<file path="config.mk">
export PLATFORM = sky130hd
export DESIGN_NAME = alu_arbiter
export DESIGN_NICKNAME = d
export VERILOG_FILES = /design/src/rtl/alu_arbiter.sv
export SDC_FILE = /design/constraint.sdc
export NUM_CORES = 1
export LEC_CHECK = 0
export ABC_AREA = 0
export CORE_MARGIN = 10
export CORE_UTILIZATION = 25
export CTS_CLUSTER_SIZE = 40
export DETAILED_ROUTE_END_ITERATION = 8
export GPL_ROUTABILITY_DRIVEN = 0
export PLACE_DENSITY = 0.52
export SLEW_MARGIN = 20
export SYNTH_ARGS = -nofsm -noshare
export SYNTH_HDL_FRONTEND = slang
export SYNTH_SLANG_ARGS = --single-unit
</file>
<file path="constraint.sdc">
create_clock -name CLK -period 9.1 [get_ports CLK]
set_input_delay 0.91 -clock CLK [delete_from_list [all_inputs] [get_ports CLK]]
set_output_delay 0.91 -clock CLK [all_outputs]
set_load 0.02 [all_outputs]
</file>
<file path="src/rtl/alu_arbiter.sv">
// Two-requester round-robin front end sharing one ALU, feeding a one-entry
// result register with a valid/ready handshake on both sides.
module alu_arbiter #(
    parameter int unsigned WIDTH    = 16,
    parameter logic [1:0]  OP_ADD   = 2'd0,
    parameter logic [1:0]  OP_AND   = 2'd1,
    parameter logic [1:0]  OP_XOR   = 2'd2,
    parameter logic [1:0]  OP_PASSA = 2'd3
) (
    input  logic             CLK,
    input  logic             RESET,
    input  logic             REQ0_VALID,
    input  logic [1:0]       REQ0_OP,
    input  logic [WIDTH-1:0] REQ0_A,
    input  logic [WIDTH-1:0] REQ0_B,
    output logic             REQ0_READY,
    input  logic             REQ1_VALID,
    input  logic [1:0]       REQ1_OP,
    input  logic [WIDTH-1:0] REQ1_A,
    input  logic [WIDTH-1:0] REQ1_B,
    output logic             REQ1_READY,
    output logic             RES_VALID,
    output logic             RES_ID,
    output logic [WIDTH-1:0] RES_DATA,
    output logic [2:0]       RES_NZP,
    input  logic             RES_READY
);

    typedef enum logic {StEmpty, StFull} state_e;

    state_e             state_q;
    logic               last_q;
    logic               id_q;
    logic [WIDTH-1:0]   data_q;
    logic [2:0]         nzp_q;

    logic               free;
    logic               acc0;
    logic               acc1;
    logic               accept;
    logic [1:0]         op_sel;
    logic [WIDTH-1:0]   a_sel;
    logic [WIDTH-1:0]   b_sel;
    logic [WIDTH-1:0]   alu_res;
    logic [2:0]         alu_nzp;

    // Arbitration: READY ignores the requester's own VALID; LAST breaks ties.
    always_comb begin
        free       = (state_q == StEmpty) || RES_READY;
        REQ0_READY = !RESET && free && (!REQ1_VALID || last_q);
        REQ1_READY = !RESET && free && (!REQ0_VALID || !last_q);
        acc0       = REQ0_VALID && REQ0_READY;
        acc1       = REQ1_VALID && REQ1_READY;
        accept     = acc0 || acc1;
    end

    // Single shared ALU; operands steered by the granted requester.
    always_comb begin
        op_sel = acc1 ? REQ1_OP : REQ0_OP;
        a_sel  = acc1 ? REQ1_A  : REQ0_A;
        b_sel  = acc1 ? REQ1_B  : REQ0_B;
        case (op_sel)
            OP_ADD:  alu_res = a_sel + b_sel;
            OP_AND:  alu_res = a_sel & b_sel;
            OP_XOR:  alu_res = a_sel ^ b_sel;
            OP_PASSA: alu_res = a_sel;
            default: alu_res = a_sel;
        endcase
        if (alu_res[WIDTH-1]) begin
            alu_nzp = 3'b100;
        end else if (alu_res == '0) begin
            alu_nzp = 3'b010;
        end else begin
            alu_nzp = 3'b001;
        end
    end

    // Result register FSM: load on acceptance, drain when consumed with no new work.
    always_ff @(posedge CLK) begin
        if (RESET) begin
            state_q <= StEmpty;
            last_q  <= 1'b1;
            id_q    <= 1'b0;
            data_q  <= '0;
            nzp_q   <= 3'b000;
        end else if (accept) begin
            state_q <= StFull;
            last_q  <= acc1;
            id_q    <= acc1;
            data_q  <= alu_res;
            nzp_q   <= alu_nzp;
        end else if (free) begin
            state_q <= StEmpty;
        end
    end

    assign RES_VALID = (state_q == StFull);
    assign RES_ID    = id_q;
    assign RES_DATA  = data_q;
    assign RES_NZP   = nzp_q;

endmodule

</file>
* Yosys cells after proc, flatten, opt, wreduce, memory -nomap -nowiden *
Cells that the tools add are included.

word-level totals
  bits in registers = 22
  bits in latches = 0
  memory bits (writable) = 0
  bits in read-only memories = 0
  bits of input ports = 73
  word-level logic and storage cells = 36
  memories = 0

operators by class
  add/sub/neg operators = 1
  $mul = 0
  div/mod/pow operators = 0
  magnitude comparators = 0
  eq/ne operators = 3
  shift-type cells = 0
  mux-type cells = 8
  bitwise gates (word level) = 3
  reductions and logical operators = 16

operator list
  operator              number
  $pmux W16 S4          1
  $mux W16              2
  $add A16 B16 Y16      1
  $and A16 B16 Y16      1
  $logic_not A16 Y1     1
  $xor A16 B16 Y16      1
  $logic_and A1 B1 Y1   5
  $eq A2 B2 Y1 const B  2
  $logic_not A1 Y1      4
  $logic_or A1 B1 Y1    4
  $mux W2               2
  $mux W3               1
  $eq A2 B1 Y1 const B  1
  $logic_not A2 Y1      1
  $mux W1               2
  $reduce_bool A2 Y1    1
  $not A1 Y1            1

* Depth between registers and ports, before layout *
  depth after elaboration = 11
  depth in mapped cells = 18
  mapped depth without buffers = 14

* Least setup slack after synthesis *
No wires, ideal clock.

  path kind = input-to-reg
  start = input RESET
  end = register nzp_q[0] (netlist: RES_NZP[0])
  setup time = 116 ps
  arrival time = 4,483 ps
  data required time = 8,984 ps
  slack = 4,502 ps
  stages on the path = 18
  path buffers = 4
  cells stage by stage = buf_6 > a21o_4 > nor3_1 > buf_2 > buf_1 > nand2_1 > nand2_1 > ha_1 > buf_2 > and3_1 > a221oi_2 > o31ai_1 > a311oi_1 > a311oi_1 > nor4_1 > nand4_1 > or4_1 > a31o_1

between the ends
  word-level cells in the longest chain between the ends = 10

RTL lines
  element                                   line    RTL
  start, declared                           11      input logic RESET,
  $logic_not A1 Y1                          50, 51
  $logic_and A1 B1 Y1                       50, 51
  $logic_and A1 B1 Y1                       51      REQ1_READY = !RESET && free && (!REQ0_VALID || !last_q);
  $logic_and A1 B1 Y1                       53      acc1 = REQ1_VALID && REQ1_READY;
  $mux W16 (tied with other cells)          60      a_sel = acc1 ? REQ1_A : REQ0_A;
  $add A16 B16 Y16 (tied with other cells)  63      OP_ADD: alu_res = a_sel + b_sel;
  $pmux W16 S4                              62      case (op_sel)
  $logic_not A16 Y1                         71      end else if (alu_res == '0) begin
  $mux W2                                   71
  $mux W3                                   69      if (alu_res[WIDTH-1]) begin
  end signal, assigned                      91      nzp_q <= alu_nzp;
  end, declared                             35      logic [2:0] nzp_q;

Parallel ways exist; a longest one is shown, timed or not.
A chain may end at the register's enable or synchronous reset.

* Worst setup path after layout *
Ends and elaborated chain as after synthesis.

==> flow_summary_export.csv <==
group,metric,value,unit
outcome,status,"completed",
global_routing,grt_max_degree,34,
synthesis,synth_nets,462,
critical_path,critPathArrivalTime,6210,ps
detailed_routing,dr.pass1.iters,4,
synthesis,synth_seq_area_share,16.5,%
critical_path,critPathBufInv,1,
critical_path,critical_path.top_delay_family,"compound AO/OA/AOI/OAI gates",
sta,rsz0062_at_grt,"no",
detailed_routing,dr.first_iter.drc_count,234,
final_layout,finalNetCount,543,
critical_path,slowest_stage,"clkdlybuf4s50_1",
sta,period_needed,6050,ps
global_routing,grt_pass1_wl,14800,um
critical_path,crit_end,"RES_NZP[0]$_SDFFE_PP0P_",
clocking,htreeDepth,1,
placed_design,dpl-instance-area,0.00358,mm^2
detailed_routing,drc_errors,0,
clocking,clkTransAtPathRegs,70,ps
global_routing,met2_usage,19.5,%
die,num_io_pins,96,
global_routing,grt_pass1_vias,2964,
clocking,cts_tree,"done",
critical_path,worstRegToRegCells,13,
synthesis,syn_area,0.00254,mm^2
critical_path,reg2reg_to,"RES_NZP[0]$_SDFFE_PP0P_",
global_routing,use_met1,16.2,%
synthesis,avgSynthCellArea,6.84,um^2
sta,finalCritPeriodShare,66.5,%
critical_path,cp-start-kind,"input port",
detailed_routing,vias,2931,
critical_path,worst-path-stages,14,
die,core-area,0.00986,mm^2
critical_path,slowest_delay,850,ps
global_routing,overflow,0,
synthesis,synth-main-ff-cell,"dfxtp_1",
synthesis,async_flop_share,0,%
die,num_rows,36,
critical_path,critPathKind,"in -> reg",
sta,worst_pin_slew,925,ps
hold_path,hold_class,"reg -> reg",
critical_path,endpoint_kind,"register",
synthesis,synth_edf_count,0,
die,die_x,121,um
sta,finalHoldViolations,0,
global_routing,use_met3,2.33,%
critical_path,rrSetupSlack,4350,ps
detailed_routing,ant_nets,0,
sta,max_freq,0.165,GHz
pwr,leakage,1.46,nW
synthesis,yosysWarnings,0,
synthesis,postSynthCellCount,372,
critical_path,crit_start,"RESET",
pwr,powerDensity,109,mW/mm^2
final_layout,stdcell_area,0.00362,mm^2
synthesis,synth_cell_types,64,
detailed_routing,via_per_inst,5.01,
placed_design,dp_hpwl,7560,um
clocking,cts_setup_buffers,0,
clocking,clockRootBuffer,"clkbuf_8",
clocking,postCtsHoldBufs,0,
critical_path,crit_top_cell,"a311oi_1",
sta,finalSetupTns,0,ps
critical_path,critPathRequiredTime,9260,ps
clocking,worstSkewPairLatency,250,ps
final_layout,fin_cells,585,
global_routing,track_usage,12.0,%
sta,finClkSkew,2.16,ps
clocking,clock_sinks,21,
detailed_routing,wl_per_cell,15.8,um
synthesis,synth-seq-cells,21,
placed_design,place_inst,581,
global_routing,antenna_found_initial,0,
critical_path,rr_startpoint,"last_q$_SDFFE_PP1P_",
die,initial_utilization,25.8,%
final_layout,layout-drive-gt1-share,6.64,%
sta,setup_viol,0,
die,dieArea,0.0146,mm^2
final_layout,syn_to_final_growth,42.5,%
placed_design,portBuffers,95,
sta,slew_viol_final,0,
clocking,clock_path_buffers,2,
die,die_y,121,um
critical_path,critPathMaxFanout,33,
global_routing,top_usage_layer,"met2",
critical_path,path_cells,"clkdlybuf4s50_1 -> a21oi_2 -> nand3_2 -> mux2_2 -> ha_1 -> a21o_1 -> a221oi_2 -> o31ai_1 -> a311oi_1 -> a311oi_1 -> nor4_1 -> nand4_1 -> or4_1 -> a31o_1",
clocking,cts.repair.resized,0,
pwr,ir_worst_vdd,0.0000530,V
detailed_routing,drt_wl_total,9260,um
sta,relSlewSlack,38.1,%
clocking,cts_inserted_buffers,3,
flow_run,maxCapViolations,0,
final_layout,diodes,0,
==> per-layer routing <==
layer	vias up	share of wire [%]
li1	1500	-
met1	1336	48
met2	93	46
met3	2	6.2
met4	0	0.30
met5	-	0
==> final cells by class <==
class,count,area (um^2)
multi-input combinational,323,2000
fill,1063,6240
clock inverter,1,5.00
timing repair buffer,97,966
sequential,21,420
tap,133,166
inverter,7,26.3
clock buffer,3,41.3
==> report_power, final <==
group | leakage [nW] | internal (mW) | switching [mW] | total, mW
registers | 0.173 | 0.100 | 0.00505 | 0.105
logic | 1.26 | 0.106 | 0.125 | 0.231
clock network | 0.0255 | 0.0304 | 0.0283 | 0.0588
==> stage by stage <==
stage	total power, mW	utilization (%)	setup slack [ps]	hold WS (ps)
floorplan	0.252	-	4500	535
global placement	0.336	36.3	2860	448
detailed placement	0.337	36.3	2780	452
CTS	0.398	36.7	3040	462
global route	0.426	36.7	2660	514
finish	0.395	36.7	3050	462
==> cell usage after synthesis (all sizes together), types with 4 or more instances <==
cell type | count | area, um^2
nand2 | 100 | 385
nor2 | 38 | 143
dfxtp | 21 | 420
o21ai | 21 | 105
a21oi | 18 | 93.8
ha | 17 | 213
nor3 | 14 | 70.1
buf | 12 | 68.8
a211oi | 9 | 67.6
clkbuf | 9 | 33.8
mux2 | 9 | 105
inv | 7 | 26.3
mux2i | 7 | 82.6
nand4 | 6 | 43.8
nor4 | 6 | 52.6
a311oi | 5 | 43.8
nand3 | 5 | 30.0
o31ai | 5 | 51.3
or3 | 5 | 31.3
xnor2 | 5 | 43.8
a21o | 4 | 37.5
and3 | 4 | 25.0
xor2 | 4 | 35.0
==> layout by cell type (no fill, tap or decap), types with 3 or more instances in the layout <==
cell type	count
a211oi_1	9
and3_1	4
o211ai_1	3
and4_1	3
nand2_1	98
nor2_1	38
o21ai_0	20
mux2i_1	6
clkdlybuf4s50_1	95
a21oi_1	17
or3_1	5
a21o_1	3
dfxtp_1	21
nand4_1	5
mux2_2	8
ha_1	17
a211o_1	3
o31ai_1	4
nor4_1	5
xor2_1	4
nor3_1	13
xnor2_1	5
nand3_1	4
clkbuf_8	3
inv_1	6
a311oi_1	5
==> flip-flops by register name (all words and copies together) (netlist names) <==
name       cells
RES_DATA      16
RES_ID         1
RES_NZP        2
RES_VALID      1
last_q         1
==> how the worst min path moves through the flow <==
stage,start,end,slack (ps),cells past startpoint
6_report,RES_DATA[9]$_SDFFE_PP0P_,RES_DATA[9]$_SDFFE_PP0P_,460,2
2_1_floorplan,RES_DATA[8]$_SDFFE_PP0P_,RES_DATA[8]$_SDFFE_PP0P_,530,2
5_1_grt,RES_DATA[8]$_SDFFE_PP0P_,RES_DATA[8]$_SDFFE_PP0P_,510,2
4_1_cts,RES_DATA[9]$_SDFFE_PP0P_,RES_DATA[9]$_SDFFE_PP0P_,460,2
3_3_place_gp,RES_DATA[8]$_SDFFE_PP0P_,RES_DATA[8]$_SDFFE_PP0P_,450,2
3_5_place_dp,RES_DATA[9]$_SDFFE_PP0P_,RES_DATA[9]$_SDFFE_PP0P_,450,2
==> cell families (layout without fill, tap and decap cells) <==
kind of cell | Yosys count | count (layout) | share of synthesized area, %
AO/OA/AOI/OAI | 90 | 90 | 25.1
flip-flops | 21 | 21 | 16.5
multiplexers | 16 | 16 | 7.38
adder cells (fa/ha/maj) | 17 | 17 | 8.36
XOR/XNOR | 9 | 9 | 3.10
AND/OR/NAND/NOR | 191 | 191 | 34.5
buffers and inverters | 28 | 108 | 5.07
==> tightest hold or removal path, delay by kind of cell (launching register included) <==
family,cells,cell delay (ps)
AO/OA/AOI/OAI,1,50
flip-flops,1,310
AND/OR/NAND/NOR,1,50
(Power assumes the default switching activity.)
